[config.mk]
export PLATFORM = sky130hd
export DESIGN_NAME = aes_round_ctrl
export DESIGN_NICKNAME = d
export VERILOG_FILES = /design/src/rtl/aes_pkg.sv /design/src/rtl/aes_rcon_rom.sv /design/src/rtl/aes_round_ctrl.sv
export SDC_FILE = /design/constraint.sdc
export NUM_CORES = 1
export LEC_CHECK = 0
export CORE_UTILIZATION = 40
export DETAILED_ROUTE_END_ITERATION = 8
export PLACE_DENSITY_LB_ADDON = 0.2
export SLEW_MARGIN = 20
export SYNTH_ARGS = -nofsm -noshare
export SYNTH_HDL_FRONTEND = slang
export SYNTH_SLANG_ARGS = --single-unit
[constraint.sdc]
create_clock -name clk -period 4.1 [get_ports clk]
set_input_delay 0.615 -clock clk [delete_from_list [all_inputs] [get_ports clk]]
set_output_delay 0.615 -clock clk [all_outputs]
set_load 0.05 [all_outputs]
[src/rtl/aes_pkg.sv]
// Shared definitions for the AES-128 round controller: FSM state encoding,
// round count and the key-expansion round-constant table.
// No ports; imported by aes_rcon_rom and aes_round_ctrl.
package aes_pkg;

  typedef enum logic [1:0] {
    ST_IDLE  = 2'd0,
    ST_ROUND = 2'd1,
    ST_FINAL = 2'd2,
    ST_DONE  = 2'd3
  } aes_state_t;

  localparam int NUM_ROUNDS_AES128 = 10;

  // Round constants for rounds 1..10, entry 0 belongs to round 1.
  localparam logic [7:0] RCON_TABLE [0:9] = '{
    8'h01, 8'h02, 8'h04, 8'h08, 8'h10,
    8'h20, 8'h40, 8'h80, 8'h1B, 8'h36
  };

endpackage

[src/rtl/aes_rcon_rom.sv]
// Purely combinational round-constant lookup.
// Ports: idx (round number 0..15) in, rcon (8-bit constant) out;
//        rounds 1..10 map to the table, every other index gives 8'h00.
module aes_rcon_rom
  import aes_pkg::*;
(
  input  logic [3:0] idx,
  output logic [7:0] rcon
);

  always_comb begin
    rcon = 8'h00;
    if (idx >= 4'd1 && idx <= 4'd10) begin
      rcon = RCON_TABLE[idx - 4'd1];
    end
  end

endmodule

[src/rtl/aes_round_ctrl.sv]
// AES-128 round sequencer: drives load/select strobes for an external
// state/round-key datapath; one block takes 11 load cycles, out_valid on cycle 11.
// Ports: clk, rst_n (async active-low), in_valid/in_ready, out_valid/out_ready,
//        state_load, key_load, sel_init, sel_mix, round_idx, rcon, busy.
// Optional abort input when AES_ROUND_CTRL_ABORT_EN is defined.
module aes_round_ctrl
  import aes_pkg::*;
#(
  parameter int NUM_ROUNDS = NUM_ROUNDS_AES128
) (
  input  logic       clk,
  input  logic       rst_n,
`ifdef AES_ROUND_CTRL_ABORT_EN
  input  logic       abort,
`endif
  input  logic       in_valid,
  output logic       in_ready,
  output logic       out_valid,
  input  logic       out_ready,
  output logic       state_load,
  output logic       key_load,
  output logic       sel_init,
  output logic       sel_mix,
  output logic [3:0] round_idx,
  output logic [7:0] rcon,
  output logic       busy
);

  // Last round that still uses MixColumns; the following cycle is FINAL.
  localparam logic [3:0] LAST_MIX_ROUND = 4'(NUM_ROUNDS - 1);

  aes_state_t state, state_nxt;
  logic [3:0] round_nxt;

  always_ff @(posedge clk or negedge rst_n) begin
    if (!rst_n) begin
      state     <= ST_IDLE;
      round_idx <= 4'd0;
    end else begin
      state     <= state_nxt;
      round_idx <= round_nxt;
    end
  end

  always_comb begin
    state_nxt  = state;
    round_nxt  = round_idx;
    in_ready   = 1'b0;
    out_valid  = 1'b0;
    state_load = 1'b0;
    key_load   = 1'b0;
    sel_init   = 1'b0;
    sel_mix    = 1'b0;
    busy       = 1'b1;

    unique case (state)
      ST_IDLE: begin
        busy      = 1'b0;
        round_nxt = 4'd0;
        // Gating with rst_n keeps every strobe low while reset is held,
        // even though the async reset already parks the FSM in IDLE.
        in_ready  = rst_n;
        if (in_valid && rst_n) begin
          sel_init   = 1'b1;
          state_load = 1'b1;
          key_load   = 1'b1;
          state_nxt  = ST_ROUND;
          round_nxt  = 4'd1;
        end
      end
      ST_ROUND: begin
        state_load = 1'b1;
        key_load   = 1'b1;
        sel_mix    = 1'b1;
        round_nxt  = round_idx + 4'd1;
        if (round_idx == LAST_MIX_ROUND) begin
          state_nxt = ST_FINAL;
        end
      end
      ST_FINAL: begin
        state_load = 1'b1;
        key_load   = 1'b1;
        state_nxt  = ST_DONE;
        round_nxt  = 4'd0;
      end
      ST_DONE: begin
        out_valid = 1'b1;
        if (out_ready) begin
          state_nxt = ST_IDLE;
        end
      end
      default: begin
        state_nxt = ST_IDLE;
        round_nxt = 4'd0;
      end
    endcase

`ifdef AES_ROUND_CTRL_ABORT_EN
    // Abort drops the block: no strobes this cycle, and out_valid is
    // withdrawn so a consumer cannot take a discarded result.
    if (abort && state != ST_IDLE) begin
      state_load = 1'b0;
      key_load   = 1'b0;
      sel_mix    = 1'b0;
      out_valid  = 1'b0;
      state_nxt  = ST_IDLE;
      round_nxt  = 4'd0;
    end
`endif
  end

  aes_rcon_rom u_rcon (
    .idx  (round_idx),
    .rcon (rcon)
  );

endmodule

# Word-level counts from Yosys, hierarchy flattened
# Memory sizes are Yosys's and may differ from the RTL's.
# Index checks and enable logic that the tools add are counted.
classes:
  addsub: 2
  order_cmp: 3
  eq_ne: 7
  mux: 16
  bitwise: 1
  reduce_logical: 6
op_table:
  columns: ["operator", "count"]
  rows:
  - ["$mux W8", 3]
  - ["$pmux W4 S3", 1]
  - ["$pmux W2 S4", 1]
  - ["$mux W1", 7]
  - ["$mux W2", 3]
  - ["$ne A2 B2 Y1 const B", 3]
  - ["$ge A5 B5 Y1 const B", 1]
  - ["$not A4 Y5", 1]
  - ["$add A4 B1 Y4 const B", 1]
  - ["$eq A2 B2 Y1 const B", 2]
  - ["$eq A4 B4 Y1 const B", 1]
  - ["$ge A4 B1 Y1 const B", 1]
  - ["$le A4 B4 Y1 const B", 1]
  - ["$sub A4 B1 Y4 const B", 1]
  - ["$reduce_and A3 Y1", 1]
  - ["$reduce_bool A3 Y1", 1]
  - ["$eq A2 B1 Y1 const B", 1]
  - ["$logic_and A1 B1 Y1", 2]
  - ["$logic_not A2 Y1", 1]
  - ["$pmux W1 S2", 1]
  - ["$reduce_or A2 Y1", 1]
totals:
  register_bits: 6
  mem_bits_ro: 128
  in_bits: 4
  out_inout_bits: 19
  mem_count: 1
mem_list:
  columns: ["memory", "depth", "word_bits", "rd", "rd_ports_with_merged_regs", "wr", "line_no", "rtl"]
  rows:
  - ["(no name shown)", 16, 8, 1, 0, 0, "aes_rcon_rom.sv:14", "rcon = RCON_TABLE[idx - 4'd1];"]

# Longest topological paths before layout
# Gate-level depths: netlist of run 1.
logic_depth:
  ltp_word: 6
  mapped_depth: 6
  ltp_nobuf: 5

# Cells and area by module
# From an unflattened synthesis of run 1, not the netlist that was laid out.
hier_totals:
  hier_cells: 64
  hier_area_um2: 575.6
modules_own_cells:
  columns: ["mod", "n_inst", "cells_each", "area_per_inst_um2"]
  rows:
  - ["aes_round_ctrl", 1, 46, 450.4]
  - ["aes_rcon_rom", 1, 18, 125.1]

# Worst setup path before layout of run 1
# Ideal clock, no wire load.
synth_path:
  path_type: "register -> output"
  startpoint: "register round_idx[0]"
  endpoint: "output rcon[0]"
  arrival_ns: 2.464
  required_time_ns: 3.485
  setup_slack_ns: 1.021
  stages_incl_launch_ff: 7
  n_path_buf: 1
  path_cell_list: "dfrtp_1 > buf_2 > inv_1 > ha_1 > xnor2_1 > nand4_1 > a21oi_1"
synth_via:
  elab_chain_len: 6
  word_cells_on_any_way: 9
  classes_between: "add/sub: 1; order compare: 2; mux: 3; bitwise: 1; reduce/logical: 1; memory: 1"
synth_lines:
  columns: ["element", "line_no", "rtl"]
  rows:
  - ["start, declared", "aes_round_ctrl.sv:24", "output logic [3:0] round_idx,"]
  - ["start signal, assigned", "aes_round_ctrl.sv:41", "round_idx <= round_nxt;"]
  - ["$sub A4 B1 Y4", "aes_rcon_rom.sv:14", null]
  - ["$not A4 Y5 (implied by the code)", "aes_rcon_rom.sv:14", null]
  - ["$mem_v2 Z16 W8", null, null]
  - ["$mux W8 (implied by the code) (2 in a row)", "aes_rcon_rom.sv:14", null]
  - ["$mux W8 (*)", "aes_rcon_rom.sv:13", "if (idx >= 4'd1 && idx <= 4'd10) begin"]
  - ["end, declared", "aes_round_ctrl.sv:25", "output logic [7:0] rcon,"]
# Mark *: on every way between the ends. The rest lies on a longest branch, timed or not. The select of a mux whose other input is x is not followed.

# Final worst setup path of run 1
layout_path:
  startpoint: "register round_idx[0]"
  endpoint: "output rcon[2]"
# Same word-level chain as after synthesis.

==> metrics.md, run 1 <==
| Metric | Value |
|---|---|
| Sequential area share after synthesis | `21.7%` |
| FMAX | `292 MHz` |
| Crit path from | `round_idx[0]` |
| Crit end category | `primary output` |
| Pre-CTS setup slack | `0.903 ns` |
| Yosys reg bits | `6` |
| Worst slew pin tran | `0.511 ns` |
| Top-count cell post-synth | `ha_1` |
| R2r setup slk | `2.18 ns` |
| Hold Crit Depth | `1` |
| Worst EP arrival | `2.81 ns` |
| H-tree levels | `1` |
| Core Box Area | `1560 µm²` |
| Synth area leaders | `dfrtp_1, ha_1, nand2_1` |
| CTS Root Cell | `clkbuf_4` |
| Cells after Synth | `78` |
| Global-route wire length before repair | `2430 µm` |
| Reg2reg path depth | `4` |
| Synth area leader | `dfrtp_1` |
| RSZ-0062 raised after global routing | `false` |
| Yosys warns | `0` |
| Final period utilization | `83.5%` |
| Placer Congestion | `0.768` |
| Area of the die | `1900 µm²` |
| Iter 0 DRT Violations | `7` |
| Commonest register cell after synthesis | `dfrtp_1` |
| N_diodes | `0` |
| # DRC | `1` |
| Final Skew | `0.00183 ns` |
| Die height | `43.6 µm` |
| Final setup margin | `0.677 ns` |
| Number of vias per cell | `5.39` |
| Initial antenna violation count | `0` |
| Initial Utilization | `44.4%` |
| Yosys cell types | `31` |
| Post-cts sizing count | `0` |
| Synthesized area | `692 µm²` |
| Max Slew Vio Count | `0` |
| Drt first pass iters | `6` |
| Violated checks | `design-rule violations` |
| Routed WL per cell | `12.2 µm` |
| Final setup violation count | `0` |
| Async SR Flop Fraction | `100%` |
| Commonest cells in the netlist | `ha_1, nand2_1, dfrtp_1, inv_1, nor2_1` |
| # hold bufs at CTS | `0` |
| Status | `complete, but fails checks` |
| Slowest stage delay, CP | `0.84 ns` |
| Number of I/O pins | `23` |
| Antenna viol nets, final | `0` |
| CTS buffer count | `3` |
| Area growth from synthesis to layout | `32.9%` |
| Layout cells sized above 1 | `10.2%` |
| Max Cap Viol | `0` |
| Max stage delay cell, worst path | `clkdlybuf4s50_1` |
| Routed wire length | `1390 µm` |
| Fin nets | `116` |
| GRT Util Overall | `16.8%` |
| HP Class | `register to register` |
| Final Hold Fails | `0` |
| Rel. slew slack | `65.9%` |
| Syn nets | `94` |
| Final TNS setup | `0 ns` |
| Crit start category | `register` |
| Crit path kind | `register to primary output` |
| Syn_area_per_cell | `8.87 µm²` |
| WP data required | `3.48 ns` |
| Clock latency on the worst-skew pair | `0.24 ns` |
| CTS tree | `done` |
| Worst reg2reg path endpoint | `state[1]` |
| Site Rows | `14` |
| Grt ovf | `0` |
| Min cycle time layout | `3.42 ns` |
| Yosys top cell area share | `21.7%` |
| Crit-path cells | `inv_1 > ha_1 > xnor2_1 > nand2_1 > a221oi_2 > clkdlybuf4s50_1` |
| Hpwl dp | `1090 µm` |
| Die width | `43.6 µm` |
| Number of global-route vias before repair | `547` |
| CP endpoint | `rcon[2]` |
| Post-synth EDFFs | `0` |
| Clock transition at path regs | `0.04 ns` |
| Post-CTS Setup Repair Bufs | `0` |
| Largest net degree at the start of global routing | `15` |
| Crit Reg-Reg Startpoint | `round_idx[0]` |
| Port bufs | `22` |
| Clock sink total | `6` |
| Clock buffer depth | `2` |
| Max FO, Critical Path | `14` |
| DR vias | `614` |
-- worst max-delay path, delay by kind of cell, from the launching register on --
| family | cells | cell delay (ns) |
|---|---|---|
| simple gates | 1 | 0.11 |
| fa+ha+maj | 1 | 0.27 |
| compound gates | 1 | 0.24 |
| xor+xnor | 1 | 0.30 |
| buf+inv | 2 | 1.00 |
| flops | 1 | 0.63 |
-- cells by family (layout without fill, tap and decap cells) --
logic type,count (synthesis),count (layout),synth area share (%)
simple gates,29,29,23.2
xor+xnor,2,2,2.53
buf+inv,11,31,8.32
flops,6,6,21.7
fa+ha+maj,12,12,21.7
compound gates,13,13,15.0
mux,5,5,7.59
-- metal layers --
layer / vias to the layer above / share of wire (%) / track usage, %
met3: 0 / 2.5 / 2.50
met2: 12 / 50 / 27.5
met5: - / 0 / 0
met4: 0 / 0 / 7.50
met1: 288 / 47 / 21.7
li1: 314 / - / -
-- cells in the final DEF, fill, tap and decap left out --
cell / synthesis / layout
a21oi_1: 4 / 4
a221oi_2: 2 / 2
a222oi_1: 1 / 1
a2bb2oi_2: 1 / 1
and2_1: 1 / 1
and2_4: 1 / 1
and3_1: 1 / 1
and4b_1: 2 / 2
clkbuf_4: 0 / 3
clkdlybuf4s50_1: 0 / 22
dfrtp_1: 6 / 6
ha_1: 12 / 12
inv_1: 6 / 6
mux2_2: 2 / 2
mux2i_1: 3 / 3
nand2_1: 10 / 10
nand3_1: 2 / 2
nand3b_1: 1 / 1
nand4_1: 2 / 2
nor2_1: 5 / 5
nor2b_1: 1 / 1
nor3b_1: 1 / 1
o21ai_0: 3 / 3
o22ai_1: 1 / 1
o31ai_1: 1 / 1
or2b_1: 1 / 1
or4_4: 1 / 1
xnor2_1: 1 / 1
xor2_1: 1 / 1
-- registers in the layout, summed over array words and instances, names as in the netlist --
signal and count:
round_idx 4, state 2
-- metrics by stage --
step | instance area (µm²) | util [%] | hold WS [ns] | cells
global route | 920 | 59.0 | 0.607 | 114
CTS | 920 | 59.0 | 0.584 | 114
global placement | 897 | 57.5 | 0.568 | 111
detailed placement | 897 | 57.5 | 0.574 | 111
floorplan | 692 | - | 0.319 | 78
finish | 920 | 59.0 | 0.581 | 114
-- cell type report --
class	count	area, µm²
Fill cell	136	639
Sequential cell	6	150
Clock buffer	3	22.5
Inverter	6	22.5
Tap cell	16	20.0
Timing Repair Buffer	22	220
Multi-Input combinational cell	61	484
-- worst min-delay path by stage --
stage,startpoint,slack [ns],endpoint
floorplan,rst_n,0.32,round_idx[0]
global placement,state[1],0.57,state[1]
detailed placement,state[1],0.57,state[1]
CTS,state[1],0.58,state[1]
global route,state[1],0.61,state[1]
finish,state[1],0.58,state[1]
Power of run 1 is not shown: default switching activity piles up to over one toggle a cycle in this logic, so the estimate is an artifact.
==> run 2: changes to the inputs <==
- clock period: 4.1 -> 3.2 ns (I/O delays scaled with it)
==> metrics.md, run 2 (synthesis results as in run 1) <==
| Metric | Value |
|---|---|
| Largest registers | `round_idx: 4 flops, state: 2 flops` |
| Min cycle time layout | `3.05 ns` |
| Crit path from | `round_idx[0]` |
| Number of flip-flops under the largest register name | `4 (unchanged)` |
| Max stage delay cell, worst path | `clkdlybuf4s50_1` |
| FMAX | `328 MHz` |
| # DRC | `1 (unchanged)` |
| Slowest stage delay, CP | `0.83 ns (about the same)` |
| Final Hold Fails | `0 (unchanged)` |
| CP endpoint | `rcon[5]` |
| Iter 0 DRT Violations | `11 (+4)` |
| Area of the die | `1900 µm² (unchanged)` |
| Crit-path cells | `buf_4 > or4_4 > and2_4 > a221oi_2 > clkdlybuf4s50_1` |
| Drt first pass iters | `6 (unchanged)` |
| Most frequent cells in the layout | `clkdlybuf4s50_1, ha_1, nand2_1, inv_1, dfrtp_1` |
| Layout cells sized above 1 | `13.9% (+3.7 points)` |
| Clock transition at path regs | `0.05 ns (about the same)` |
| DR vias | `633 (+3.1%)` |
| RSZ-0062 raised after global routing | `false` |
| Crit path kind | `register to primary output` |
| Site Rows | `14 (unchanged)` |
| Global-route wire length before repair | `2500 µm (+3.1%)` |
| Clock latency on the worst-skew pair | `0.24 ns (about the same)` |
| Worst reg2reg path endpoint | `state[1]` |
| Crit Reg-Reg Startpoint | `round_idx[1]` |
| Placed cell count | `114 (+2.7%)` |
| CTS Root Cell | `clkbuf_4` |
| Initial antenna violation count | `0 (unchanged)` |
| Post-CTS Setup Repair Bufs | `0 (unchanged)` |
| Crit end category | `primary output` |
| WP data required | `2.72 ns (-0.76 ns)` |
| Largest Register | `round_idx` |
| Non-filler instance count after layout | `117 (+2.6%)` |
| Area growth from synthesis to layout | `36.5%` |
| Initial Utilization | `44.4% (unchanged)` |
| Final period utilization | `95.3%` |
| Fin nets | `119 (+2.6%)` |
| Rel. slew slack | `66.1% (+0.21 points)` |
| Die width | `43.6 µm (unchanged)` |
| Placer Congestion | `0.778 (+1.2%)` |
| Number of I/O pins | `23 (unchanged)` |
| Routed wire length | `1500 µm (+8.4%)` |
| Final TNS setup | `0 ns (unchanged)` |
| Clock buffer depth | `2 (unchanged)` |
| Area of the multi-input gates | `484 µm² (unchanged)` |
| Crit start category | `register` |
| Final setup margin | `0.150 ns (-0.527 ns)` |
| Fill cells | `144 (+5.9%)` |
| Number of global-route vias before repair | `584 (+6.8%)` |
| Max Cap Viol | `0 (unchanged)` |
| Final setup violation count | `0 (unchanged)` |
| Reg2reg path depth | `5 (+1)` |
| HP Class | `input pin to asynchronous set/reset pin` |
| FF+latch area | `150 µm² (unchanged)` |
| R2r setup slk | `1.36 ns (-0.82 ns)` |
| Final Skew | `0.00521 ns (+0.00337 ns)` |
| Leading cell type in the layout, fill and taps excluded | `clkdlybuf4s50_1` |
| H-tree levels | `1 (unchanged)` |
| Number of vias per cell | `5.41 (+0.45%)` |
| Routed WL per cell | `12.8 µm (+5.6%)` |
| Hpwl dp | `1190 µm (+9.5%)` |
| Antenna viol nets, final | `0 (unchanged)` |
| Util after Layout | `60.6% (+1.6 points)` |
| Largest net degree at the start of global routing | `13 (-2)` |
| Core Box Area | `1560 µm² (unchanged)` |
| Status | `complete, but fails checks` |
| Max Slew Vio Count | `0 (unchanged)` |
| Violated checks | `design-rule violations` |
| N_diodes | `0 (unchanged)` |
| # hold bufs at CTS | `0 (unchanged)` |
| Worst EP arrival | `2.57 ns (-0.24 ns)` |
| Port bufs | `22 (unchanged)` |
| Max FO, Critical Path | `9 (-5)` |
| CTS tree | `done` |
| Worst slew pin tran | `0.508 ns (-0.00308 ns)` |
| Clock sink total | `6 (unchanged)` |
| GRT Util Overall | `17.6% (+0.85 points)` |
| Grt ovf | `0 (unchanged)` |
| CTS buffer count | `3 (unchanged)` |
| Die height | `43.6 µm (unchanged)` |
| Pre-CTS setup slack | `0.364 ns (-0.540 ns)` |
run 2: cell types whose count changed in the layout (fill, tap and decap cells not counted), sizes merged:
cell / before / now
clkdlybuf4s50: 22 / 19
buf: 0 / 4
dlymetal6s2s: 0 / 2
run 2: routing by layer:
metal  wire, µm  GRT usage [%]
met1        699           22.4
met2        762           29.6
met3         41           2.50
met4          0           7.50
met5          0              0
run 2: layout make-up:
| class | instances | area share [%] |
|---|---|---|
| repair buffers | 25 | 26.0 |
| inverters | 6 | 2.38 |
| clock buffers | 3 | 2.38 |
| multi-input cells | 61 | 51.3 |
| flip-flops and latches | 6 | 15.9 |
| well taps | 16 | 2.12 |
run 2: how the worst min path moves through the flow:
stage	from	endpoint	slack, ns	depth (start not counted)
after global routing	rst_n	round_idx[0]	0.55	2
after floorplan	rst_n	round_idx[0]	0.18	0
after detailed placement	state[1]	state[1]	0.59	1
after global placement	state[1]	state[1]	0.57	1
final	rst_n	round_idx[0]	0.53	2
after CTS	rst_n	round_idx[0]	0.52	2
run 2: per-stage QoR:
stage	instance area (µm²)	hold WS [ns]
after CTS	940	0.525
after floorplan	692	0.184
after global placement	917	0.565
after global routing	945	0.548
final	945	0.530
after detailed placement	917	0.586
run 2: what timing repair did:
action,in CTS,in global routing
gates resized for setup,0,2
hold endpoints to repair,0,0
setup endpoints to repair,0,2
run 2: worst max-delay path: cells and delay by family, from the launching register on:
kind | cells | cell delay [ns]
buf+inv | 2 | 1.04
flops | 1 | 0.45
simple gates | 2 | 0.63
compound gates | 1 | 0.20
Power of run 2 is left out for the same reason.
